**src/rtl/interrupt_pkg.sv**
```systemverilog
// Shared types and constants for the interrupt entry/return sequencer.
package interrupt_pkg;

    typedef enum logic [3:0] {
        S_IDLE,
        S_DRAIN,
        S_PUSH_PCH,
        S_PUSH_PCL,
        S_PUSH_CCR,
        S_VECTOR,
        S_POP_CCR,
        S_POP_PCL,
        S_POP_PCH,
        S_RESUME
    } state_t;

    localparam logic [1:0] SLOT_PCH = 2'd0;
    localparam logic [1:0] SLOT_PCL = 2'd1;
    localparam logic [1:0] SLOT_CCR = 2'd2;

    localparam logic [31:0] DEFAULT_INT_VECTOR = 32'h0000_0020;

endpackage

```
**src/rtl/int_edge_latch.sv**
```systemverilog
// One-deep rising-edge latch for the external interrupt pin.
module int_edge_latch (
    input  logic clk,
    input  logic rst,
    input  logic int_req,
    input  logic clear,
    output logic rise,
    output logic pending
);

    logic int_prev;

    assign rise = int_req & ~int_prev;

    // A fresh edge wins over a same-cycle clear so it is not lost.
    always_ff @(posedge clk or negedge rst) begin
        if (!rst) begin
            int_prev <= 1'b0;
            pending  <= 1'b0;
        end else begin
            int_prev <= int_req;
            if (rise)
                pending <= 1'b1;
            else if (clear)
                pending <= 1'b0;
        end
    end

endmodule

```
**src/rtl/interrupt_sequencer.sv**
```systemverilog
// Interrupt entry / RTI sequencer: drains fetch, pushes or pops the
// three-word frame through the memory stage, then redirects PC and CCR.
module interrupt_sequencer
    import interrupt_pkg::*;
#(
    parameter logic [31:0] INT_VECTOR   = DEFAULT_INT_VECTOR,
    parameter int          DRAIN_CYCLES = 3
) (
    input  logic        clk,
    input  logic        rst,
    input  logic        int_req,
    input  logic        rti_req,
    input  logic [31:0] pc_in,
    input  logic [2:0]  ccr_in,
    input  logic [31:0] sp_in,
    input  logic [15:0] mem_rdata,
    output logic        fetch_stall,
    output logic        push,
    output logic        pop,
    output logic [1:0]  counter_val,
    output logic [31:0] stack_addr,
    output logic [15:0] stack_wdata,
    output logic [31:0] sp_out,
    output logic        sp_we,
    output logic        pc_load,
    output logic [31:0] pc_load_addr,
    output logic        ccr_load,
    output logic [2:0]  ccr_out,
    output logic        int_active
);

    localparam logic [3:0] DRAIN_INIT = 4'(DRAIN_CYCLES - 1);

    state_t      state;
    logic        is_rti;
    logic [3:0]  drain_cnt;
    logic [31:0] pc_sv;
    logic [2:0]  ccr_sv;
    logic [31:0] sp_r;
    logic [31:0] sp_dec;
    logic [31:0] sp_inc;
    logic        int_rise;
    logic        int_pending;
    logic        drain_done;
    logic        pend_clear;

    assign sp_dec     = sp_r - 32'd1;
    assign sp_inc     = sp_r + 32'd1;
    assign drain_done = (state == S_DRAIN) && (drain_cnt == 4'd0);
    assign pend_clear = drain_done && !is_rti;

    int_edge_latch u_edge (
        .clk     (clk),
        .rst     (rst),
        .int_req (int_req),
        .clear   (pend_clear),
        .rise    (int_rise),
        .pending (int_pending)
    );

    always_ff @(posedge clk or negedge rst) begin
        if (!rst) begin
            state     <= S_IDLE;
            is_rti    <= 1'b0;
            drain_cnt <= 4'd0;
            pc_sv     <= 32'd0;
            ccr_sv    <= 3'd0;
            sp_r      <= 32'd0;
        end else begin
            unique case (state)
                S_IDLE: begin
                    if (rti_req || int_pending || int_rise) begin
                        is_rti    <= rti_req;
                        drain_cnt <= DRAIN_INIT;
                        state     <= S_DRAIN;
                    end
                end
                S_DRAIN: begin
                    if (drain_cnt == 4'd0) begin
                        pc_sv  <= pc_in;
                        ccr_sv <= ccr_in;
                        sp_r   <= sp_in;
                        state  <= is_rti ? S_POP_CCR : S_PUSH_PCH;
                    end else begin
                        drain_cnt <= drain_cnt - 4'd1;
                    end
                end
                S_PUSH_PCH: begin
                    sp_r  <= sp_dec;
                    state <= S_PUSH_PCL;
                end
                S_PUSH_PCL: begin
                    sp_r  <= sp_dec;
                    state <= S_PUSH_CCR;
                end
                S_PUSH_CCR: begin
                    sp_r  <= sp_dec;
                    state <= S_VECTOR;
                end
                S_VECTOR: state <= S_IDLE;
                S_POP_CCR: begin
                    sp_r  <= sp_inc;
                    state <= S_POP_PCL;
                end
                // Read data trails each pop by one cycle.
                S_POP_PCL: begin
                    sp_r   <= sp_inc;
                    ccr_sv <= mem_rdata[2:0];
                    state  <= S_POP_PCH;
                end
                S_POP_PCH: begin
                    sp_r        <= sp_inc;
                    pc_sv[15:0] <= mem_rdata;
                    state       <= S_RESUME;
                end
                S_RESUME: state <= S_IDLE;
                default:  state <= S_IDLE;
            endcase
        end
    end

    always_comb begin
        push         = 1'b0;
        pop          = 1'b0;
        counter_val  = SLOT_PCH;
        stack_addr   = 32'd0;
        stack_wdata  = 16'd0;
        sp_out       = 32'd0;
        sp_we        = 1'b0;
        pc_load      = 1'b0;
        pc_load_addr = 32'd0;
        ccr_load     = 1'b0;
        ccr_out      = 3'd0;
        int_active   = 1'b0;
        fetch_stall  = (state != S_IDLE);
        unique case (state)
            S_PUSH_PCH, S_PUSH_PCL, S_PUSH_CCR: begin
                push       = 1'b1;
                stack_addr = sp_r;
                sp_out     = sp_dec;
                sp_we      = 1'b1;
                int_active = 1'b1;
                if (state == S_PUSH_PCH) begin
                    counter_val = SLOT_PCH;
                    stack_wdata = pc_sv[31:16];
                end else if (state == S_PUSH_PCL) begin
                    counter_val = SLOT_PCL;
                    stack_wdata = pc_sv[15:0];
                end else begin
                    counter_val = SLOT_CCR;
                    stack_wdata = {13'd0, ccr_sv};
                end
            end
            S_VECTOR: begin
                pc_load      = 1'b1;
                pc_load_addr = INT_VECTOR;
                ccr_load     = 1'b1;
                int_active   = 1'b1;
            end
            S_POP_CCR, S_POP_PCL, S_POP_PCH: begin
                pop        = 1'b1;
                stack_addr = sp_inc;
                sp_out     = sp_inc;
                sp_we      = 1'b1;
                if (state == S_POP_CCR)
                    counter_val = SLOT_CCR;
                else if (state == S_POP_PCL)
                    counter_val = SLOT_PCL;
                else
                    counter_val = SLOT_PCH;
            end
            S_RESUME: begin
                pc_load      = 1'b1;
                pc_load_addr = {mem_rdata, pc_sv[15:0]};
                ccr_load     = 1'b1;
                ccr_out      = ccr_sv;
            end
            default: ;
        endcase
    end

endmodule

```
**config.mk**
```make
export PLATFORM = sky130hd
export DESIGN_NAME = interrupt_sequencer
export DESIGN_NICKNAME = d
export VERILOG_FILES = /design/src/rtl/interrupt_pkg.sv /design/src/rtl/int_edge_latch.sv /design/src/rtl/interrupt_sequencer.sv
export SDC_FILE = /design/constraint.sdc
export NUM_CORES = 1
export LEC_CHECK = 0
export BUFFER_PORTS_ARGS = -buffer_cell sky130_fd_sc_hd__buf_2
export CORE_ASPECT_RATIO = 2
export CORE_MARGIN = 5
export CORE_UTILIZATION = 56
export DETAILED_ROUTE_END_ITERATION = 8
export PLACE_DENSITY = 0.87
export SLEW_MARGIN = 10
export SYNTH_ARGS = -nofsm -noshare
export SYNTH_HDL_FRONTEND = slang
export SYNTH_SLANG_ARGS = --single-unit
```
**constraint.sdc**
```tcl
create_clock -name clk -period 5.2 [get_ports clk]
set_clock_uncertainty 0.1 [all_clocks]
set_input_delay 0.52 -clock clk [delete_from_list [all_inputs] [get_ports clk]]
set_output_delay 0.52 -clock clk [all_outputs]
set_load 0.1 [all_outputs]
```
==> reports/metrics.cfg, run 1 <==
[timing]
transition_time_at_the_pin_with_the_least_slew_margin_ns = 1.12
hold_violations_final = 0
timing.final.setup_violations = 0
drv_slew = 0
fin_setup_tns_ns = 0
maximum_operating_frequency_ghz = 0.245
finalCriticalPeriod_ns = 4.07
timing.max_slew.rel_slack_pct = 25.4
whs_ns = 0.205
setup_repair_after_global_routing_missed_its_margin = no
final_worst_path_period_share_pct = 78.4

[cells_and_area]
final_layout_net_count = 1082
drive_above_1_share_pct = 27.7
multi_input_comb_area_um2 = 3990
final_design_area_no_fill_um2 = 7630
sequential_cell_area_um2 = 1950
syn_to_final_growth_pct = 20.8
antenna_cells = 0
layout.filler_cells = 978

[logic_synthesis]
synth_area_per_cell_um2 = 7.58
synth-async-reset-ratio_pct = 100
yosys_most_used_dff = sky130_fd_sc_hd__dfrtp_1
synth_enable_flop_cells = 0
synthesis.area_um2 = 6310
yosysTopAreaCell = sky130_fd_sc_hd__dfrtp_1
yosys_warnings = 0
netlist_instances = 833
yosysTopAreaCellShare_pct = 30.9
most_frequent_cell_after_synthesis = sky130_fd_sc_hd__nand2_1
synth-seq-area-share_pct = 30.9
syn-num-nets = 924
ys_seq_elements = 78
post_synth_most_frequent_cells = sky130_fd_sc_hd__nand2_1 (125), sky130_fd_sc_hd__nor2_1 (89), sky130_fd_sc_hd__dfrtp_1 (78), sky130_fd_sc_hd__o21ai_0 (77), sky130_fd_sc_hd__clkbuf_1 (49)
synth_area_leaders = sky130_fd_sc_hd__dfrtp_1 (31%), sky130_fd_sc_hd__nand2_1 (7.4%), sky130_fd_sc_hd__o21ai_0 (6.1%)
yosysUniqueCellTypes = 74

[route]
post_drt_wl_per_cell_um = 19.1
total_number_of_vias = 7171
detail_route.vias_per_cell = 6.30
drc = 0
detailedRoute.firstIterationViolations = 656
firstDrtPassIters = 5
finalWirelength_um = 21700
ant_nets = 0

[die]
ioPinCount = 211
fp.dieArea_um2 = 13600
placeableCoreArea_um2 = 11200
floorplan.die.width_um = 85.1
rows = 55
die_h_um = 160
initial_utilization_pct = 56.3

[clock_network]
clkSinkCount = 78
clock_tree_from_tritoncts = done
clk-insertion-delay-late_ns = 0.35
numCtsBuffers = 9
htree_num_levels = 3
clk_root_buffer_cell = sky130_fd_sc_hd__clkbuf_16
clk_pin_slew_worst_paths_ns = 0.06
postCtsSetupBuffers = 0
max-clock-path-buffers = 2

[critical_path]
crit_chain = nor4b_4, buf_4, a21oi_4, inv_2, a41oi_1, mux2_2, o22ai_1, buf_2
cp_slowest_cell = sky130_fd_sc_hd__dfrtp_1
worst_setup_path_start_kind = flop
critPathArrivalTime_ns = 3.45
critical_path.endpoint_type = primary output
timing.reg2reg.setup_slack_ns = 2.21
r2r_cells = 9
critPathMaxFanout = 34
r2r_end = sp_r[22]
critPathTopFamily = buffers and inverters
critical_path_class = flop to primary output
max_stage_delay_ns = 0.65
critPathRequiredTime_ns = 4.58
r2r-start = drain_cnt[0]
count_of_buffer_and_inverter_cells_on_the_critical_path = 3

[run]
timing.max_cap.violations = 0

[place]
detailed_place.area_um2 = 7330
routabilityCongestion = 1.01
hpwl_um = 15900
quantity_of_i_o_buffers_inserted_on_ports = 210

[hold_path]
worstHoldPathCells = 1
hp-class = input pin to flop
min_from = int_req
min_to = u_edge.int_prev

[grt]
largest_net_degree_at_the_start_of_global_routing = 60
global_route.usage.met1_pct = 33.3
use_met3_pct = 7.07
track_usage_pct = 31.1
first_global_vias = 6975
gr-max-usage-layer = met2
grt_antenna_before_repair = 1
grt_pass1_wl_um = 34400
gr-usage-met2_pct = 55.3
grt_remaining_overflow = 0

[outcome]
outcome = complete, no violations

[cell type report]
| class | instances | share of cell area [%] |
|---|---|---|
| clock inverter | 6 | 0.689 |
| timing repair buffer | 224 | 15.2 |
| inverter | 15 | 0.738 |
| clock buffer | 10 | 3.13 |
| tap | 142 | 2.33 |
| sequential | 78 | 25.6 |
| multi-input combinational | 663 | 52.3 |
[sequential cells by signal (all words and copies together), names as in the netlist]
signal / cells
state: 4
sp_r: 32
is_rti: 1
pc_sv: 32
ccr_sv: 3
u_edge.int_prev: 1
drain_cnt: 4
u_edge.pending: 1
[cell usage in the layout, fill, tap and decap left out, types with 7 or more instances in the layout]
cell type,n
sky130_fd_sc_hd__o22a_1,16
sky130_fd_sc_hd__o21ai_0,77
sky130_fd_sc_hd__mux2i_1,23
sky130_fd_sc_hd__a31oi_1,8
sky130_fd_sc_hd__inv_1,12
sky130_fd_sc_hd__nand2_1,125
sky130_fd_sc_hd__xor2_1,8
sky130_fd_sc_hd__and2_1,42
sky130_fd_sc_hd__dfrtp_1,78
sky130_fd_sc_hd__xnor2_1,11
sky130_fd_sc_hd__buf_2,209
sky130_fd_sc_hd__a22o_1,16
sky130_fd_sc_hd__buf_4,14
sky130_fd_sc_hd__a21oi_1,45
sky130_fd_sc_hd__nand3_1,18
sky130_fd_sc_hd__nand4_1,12
sky130_fd_sc_hd__nor2b_1,7
sky130_fd_sc_hd__nor2_1,89
sky130_fd_sc_hd__nor3_1,12
sky130_fd_sc_hd__o22ai_1,12
sky130_fd_sc_hd__a22oi_1,7
sky130_fd_sc_hd__nor4_1,8
sky130_fd_sc_hd__clkbuf_16,9
[repair_timing]
action | 4_1_cts | 5_1_grt
gates resized for setup | 0 | 0
hold buffers | 1 | 0
hold endpoints to repair | 19 | 0
[kinds of logic (layout without fill, tap and decap cells)]
family | Yosys count | after routing | synth area share [%]
buf+inv | 92 | 255 | 6.18
simple gates | 374 | 374 | 30.9
fa+ha+maj | 4 | 4 | 0.793
compound gates | 241 | 241 | 24.6
mux | 25 | 25 | 4.00
flops | 78 | 78 | 30.9
xor+xnor | 19 | 19 | 2.64
[worst max-delay path by stage]
stage | from | depth (start not counted) | slack [ns] | end
after floorplan | state[1] | 8 | 0.57 | stack_addr[2]
after global placement | state[2] | 8 | 1.61 | sp_out[17]
after detailed placement | state[3] | 9 | 1.57 | sp_out[21]
after CTS | state[2] | 8 | 1.20 | sp_out[17]
after global routing | state[3] | 9 | 0.92 | sp_out[21]
final | state[3] | 8 | 1.13 | sp_out[19]
[through the flow]
stage / setup WS, ns / cells / util (%)
6_report: 1.13 / 1138 / 68.0
5_1_grt: 0.921 / 1138 / 68.0
4_1_cts: 1.20 / 1138 / 68.0
3_5_place_dp: 1.57 / 1121 / 65.3
3_3_place_gp: 1.61 / 1121 / 65.3
2_1_floorplan: 0.572 / 833 / -
[routing by layer]
layer  up-vias  share of wire (%)
met4         2                5.2
met2       401                 52
met1      3395                 34
li1       3277                  -
met5         -              0.032
met3        96                8.5
Power of run 1 is not shown: default switching activity piles up to over one toggle a cycle in this logic, so the estimate is an artifact.
==> inputs of run 2 (changes only) <==
Settings changed: ABC_AREA from default to 1, CORE_UTILIZATION 56 to 52, PLACE_DENSITY 0.87 to 0.82.
Clock period 5.2 ns to 4.1 ns, I/O delays scaled along.
==> reports/metrics.cfg, run 2 <==
[logic_synthesis]
syn-num-nets = 1189  ; +29%
most_frequent_cell_after_synthesis = sky130_fd_sc_hd__nand2_1
synth_enable_flop_cells = 0  ; unchanged
synth-async-reset-ratio_pct = 100  ; unchanged
yosysTopAreaCell = sky130_fd_sc_hd__dfrtp_1
yosys_warnings = 0  ; unchanged
synth_area_per_cell_um2 = 5.84  ; -23%
post_synth_most_frequent_cells = sky130_fd_sc_hd__nand2_1 (371), sky130_fd_sc_hd__nor2_1 (160), sky130_fd_sc_hd__inv_1 (136), sky130_fd_sc_hd__nand3_1 (128), sky130_fd_sc_hd__o21ai_0 (96)
synthesis.area_um2 = 6410  ; +1.5%
yosys_most_used_dff = sky130_fd_sc_hd__dfrtp_1
synth_area_leaders = sky130_fd_sc_hd__dfrtp_1 (30%), sky130_fd_sc_hd__nand2_1 (22%), sky130_fd_sc_hd__nand3_1 (10%)
synth-seq-area-share_pct = 30.5  ; -0.46 points
yosysTopAreaCellShare_pct = 30.5  ; -0.46 points
netlist_instances = 1098  ; +32%
ys_seq_elements = 78  ; unchanged
yosysUniqueCellTypes = 32  ; -57%

[clock_network]
clock_tree_from_tritoncts = done
clk_root_buffer_cell = sky130_fd_sc_hd__clkbuf_16
numCtsBuffers = 9  ; unchanged
cts_hold_buffers = 0  ; -1
htree_num_levels = 3  ; unchanged
clkSinkCount = 78  ; unchanged
max-clock-path-buffers = 2  ; unchanged
cts-resized-gates = 0  ; unchanged
clk-insertion-delay-late_ns = 0.34  ; about the same
postCtsSetupBuffers = 0  ; unchanged
clk_pin_slew_worst_paths_ns = 0.07  ; about the same

[critical_path]
r2r-start = state[1]
r2r_cells = 9  ; unchanged
r2r_end = sp_r[20]
critPathRequiredTime_ns = 3.59  ; -0.99 ns
worst_setup_path_start_kind = flop
critPathMaxFanout = 35  ; +2.9%
critPathArrivalTime_ns = 3.04  ; -0.41 ns
timing.reg2reg.setup_slack_ns = 1.03  ; -1.18 ns
critical_path_class = flop to primary output
critical_path.endpoint_type = primary output

[die]
rows = 57  ; +3.6%
fp.dieArea_um2 = 14800  ; +8.5%
floorplan.die.width_um = 88.5  ; +4.0%
initial_utilization_pct = 52.9  ; -3.4 points
ioPinCount = 211  ; unchanged
placeableCoreArea_um2 = 12100  ; +8.1%
die_h_um = 167  ; +4.3%

[route]
post_drt_wl_per_cell_um = 16.8  ; -12%
finalWirelength_um = 24000  ; +11%
ant_nets = 0  ; unchanged
drc = 0  ; unchanged
firstDrtPassIters = 6  ; +1
detail_route.vias_per_cell = 5.44  ; -14%
total_number_of_vias = 7801  ; +8.8%
detailedRoute.firstIterationViolations = 516  ; -21%

[place]
place.detailed.instances = 1417  ; +26%
routabilityCongestion = 0.999  ; -1.1%
quantity_of_i_o_buffers_inserted_on_ports = 210  ; unchanged
hpwl_um = 18600  ; +17%

[grt]
track_usage_pct = 32.8  ; +1.7 points
largest_net_degree_at_the_start_of_global_routing = 53  ; -12%
grt_antenna_before_repair = 0  ; -1
grt_pass1_wl_um = 37500  ; +9.0%
first_global_vias = 7790  ; +12%
grt_remaining_overflow = 0  ; unchanged

[cells_and_area]
largest_registers = pc_sv (32), sp_r (32)
layout_commonest_cell = sky130_fd_sc_hd__nand2_1
layout.cells.most_common_list = sky130_fd_sc_hd__nand2_1 (371), sky130_fd_sc_hd__buf_2 (209), sky130_fd_sc_hd__nor2_1 (159)
final_cell_count_no_fill = 1433  ; +26%
drive_above_1_share_pct = 19.6  ; -8.1 points
final_layout_net_count = 1372  ; +27%
antenna_cells = 0  ; unchanged
syn_to_final_growth_pct = 21.8

[timing]
transition_time_at_the_pin_with_the_least_slew_margin_ns = 1.19  ; +0.0724 ns
hold_violations_final = 0  ; unchanged
drv_slew = 0  ; unchanged
finalCriticalPeriod_ns = 3.55
fin_setup_tns_ns = 0  ; unchanged
timing.max_slew.rel_slack_pct = 20.4  ; -5.0 points
timing.final.setup_violations = 0  ; unchanged
final_worst_path_period_share_pct = 86.6
maximum_operating_frequency_ghz = 0.282
setup_repair_after_global_routing_missed_its_margin = no

[outcome]
outcome = complete, no violations

[run]
timing.max_cap.violations = 0  ; unchanged

[hold_path]
hp-class = input pin to async pin

[run 2: cell count changes after synthesis, moves of 11 or more]
cell and delta:
sky130_fd_sc_hd__a21oi_1 -34, sky130_fd_sc_hd__a22o_1 -16, sky130_fd_sc_hd__and2_1 -43, sky130_fd_sc_hd__clkbuf_1 -34, sky130_fd_sc_hd__inv_1 +124, sky130_fd_sc_hd__mux2i_1 -23, sky130_fd_sc_hd__nand2_1 +246, sky130_fd_sc_hd__nand3_1 +110
sky130_fd_sc_hd__nor2_1 +71, sky130_fd_sc_hd__nor3_1 -11, sky130_fd_sc_hd__o211ai_1 +19, sky130_fd_sc_hd__o21ai_0 +19, sky130_fd_sc_hd__o22a_1 -16
[run 2: worst max-delay path, stage by stage, from the launching register on]
cell and delay, ns:
sky130_fd_sc_hd__dfrtp_1 0.51, sky130_fd_sc_hd__nor2_4 0.23, sky130_fd_sc_hd__nand2_2 0.40, sky130_fd_sc_hd__o21ai_4 0.58, sky130_fd_sc_hd__nand3_1 0.23, sky130_fd_sc_hd__nand2_1 0.25, sky130_fd_sc_hd__buf_2 0.47
[run 2: cell type report]
cell class / instances / area [um2]
clock buffer: 11 / 243
clock inverter: 5 / 81.3
timing repair buffer: 217 / 1110
sequential: 78 / 1950
fill: 1254 / 4320
inverter: 140 / 528
tap: 147 / 184
multi-input combinational: 835 / 3710
[run 2: how the worst max path moves through the flow]
stage | start | end | slack, ns | cells past startpoint
2_1_floorplan | state[3] | stack_addr[15] | 0.46 | 4
3_3_place_gp | state[1] | stack_addr[27] | 1.06 | 6
3_5_place_dp | state[1] | stack_addr[27] | 1.02 | 6
4_1_cts | state[1] | stack_addr[8] | 0.65 | 6
5_1_grt | state[1] | stack_addr[26] | 0.40 | 6
6_report | state[1] | sp_out[11] | 0.55 | 6
[run 2: metal layers]
| layer | GRT usage, % | wire, um | vias up |
|---|---|---|---|
| li1 | - | - | 3836 |
| met1 | 30.7 | 7690 | 3513 |
| met2 | 59.5 | 12800 | 344 |
| met3 | 8.01 | 1720 | 108 |
| met4 | 22.4 | 1830 | 0 |
| met5 | 0 | 0 | - |
[run 2: stage by stage]
stage	utilization, %	instance area (um2)	hold WS (ns)	setup WS, ns
after floorplan	-	6410	0.0144	0.456
after global placement	61.7	7480	0.351	1.06
after detailed placement	61.7	7480	0.357	1.02
after CTS	64.4	7800	0.0410	0.655
after global routing	64.4	7810	0.0678	0.403
final	64.4	7810	0.00263	0.549
[run 2: kinds of logic after synthesis]
kind of cell    synth area share [%]
simple gates                    43.8
buf+inv                         11.7
compound gates                  13.2
flops                           30.5
fa+ha+maj                      0.781
xor+xnor                       0.137
Power of run 2 is left out for the same reason.
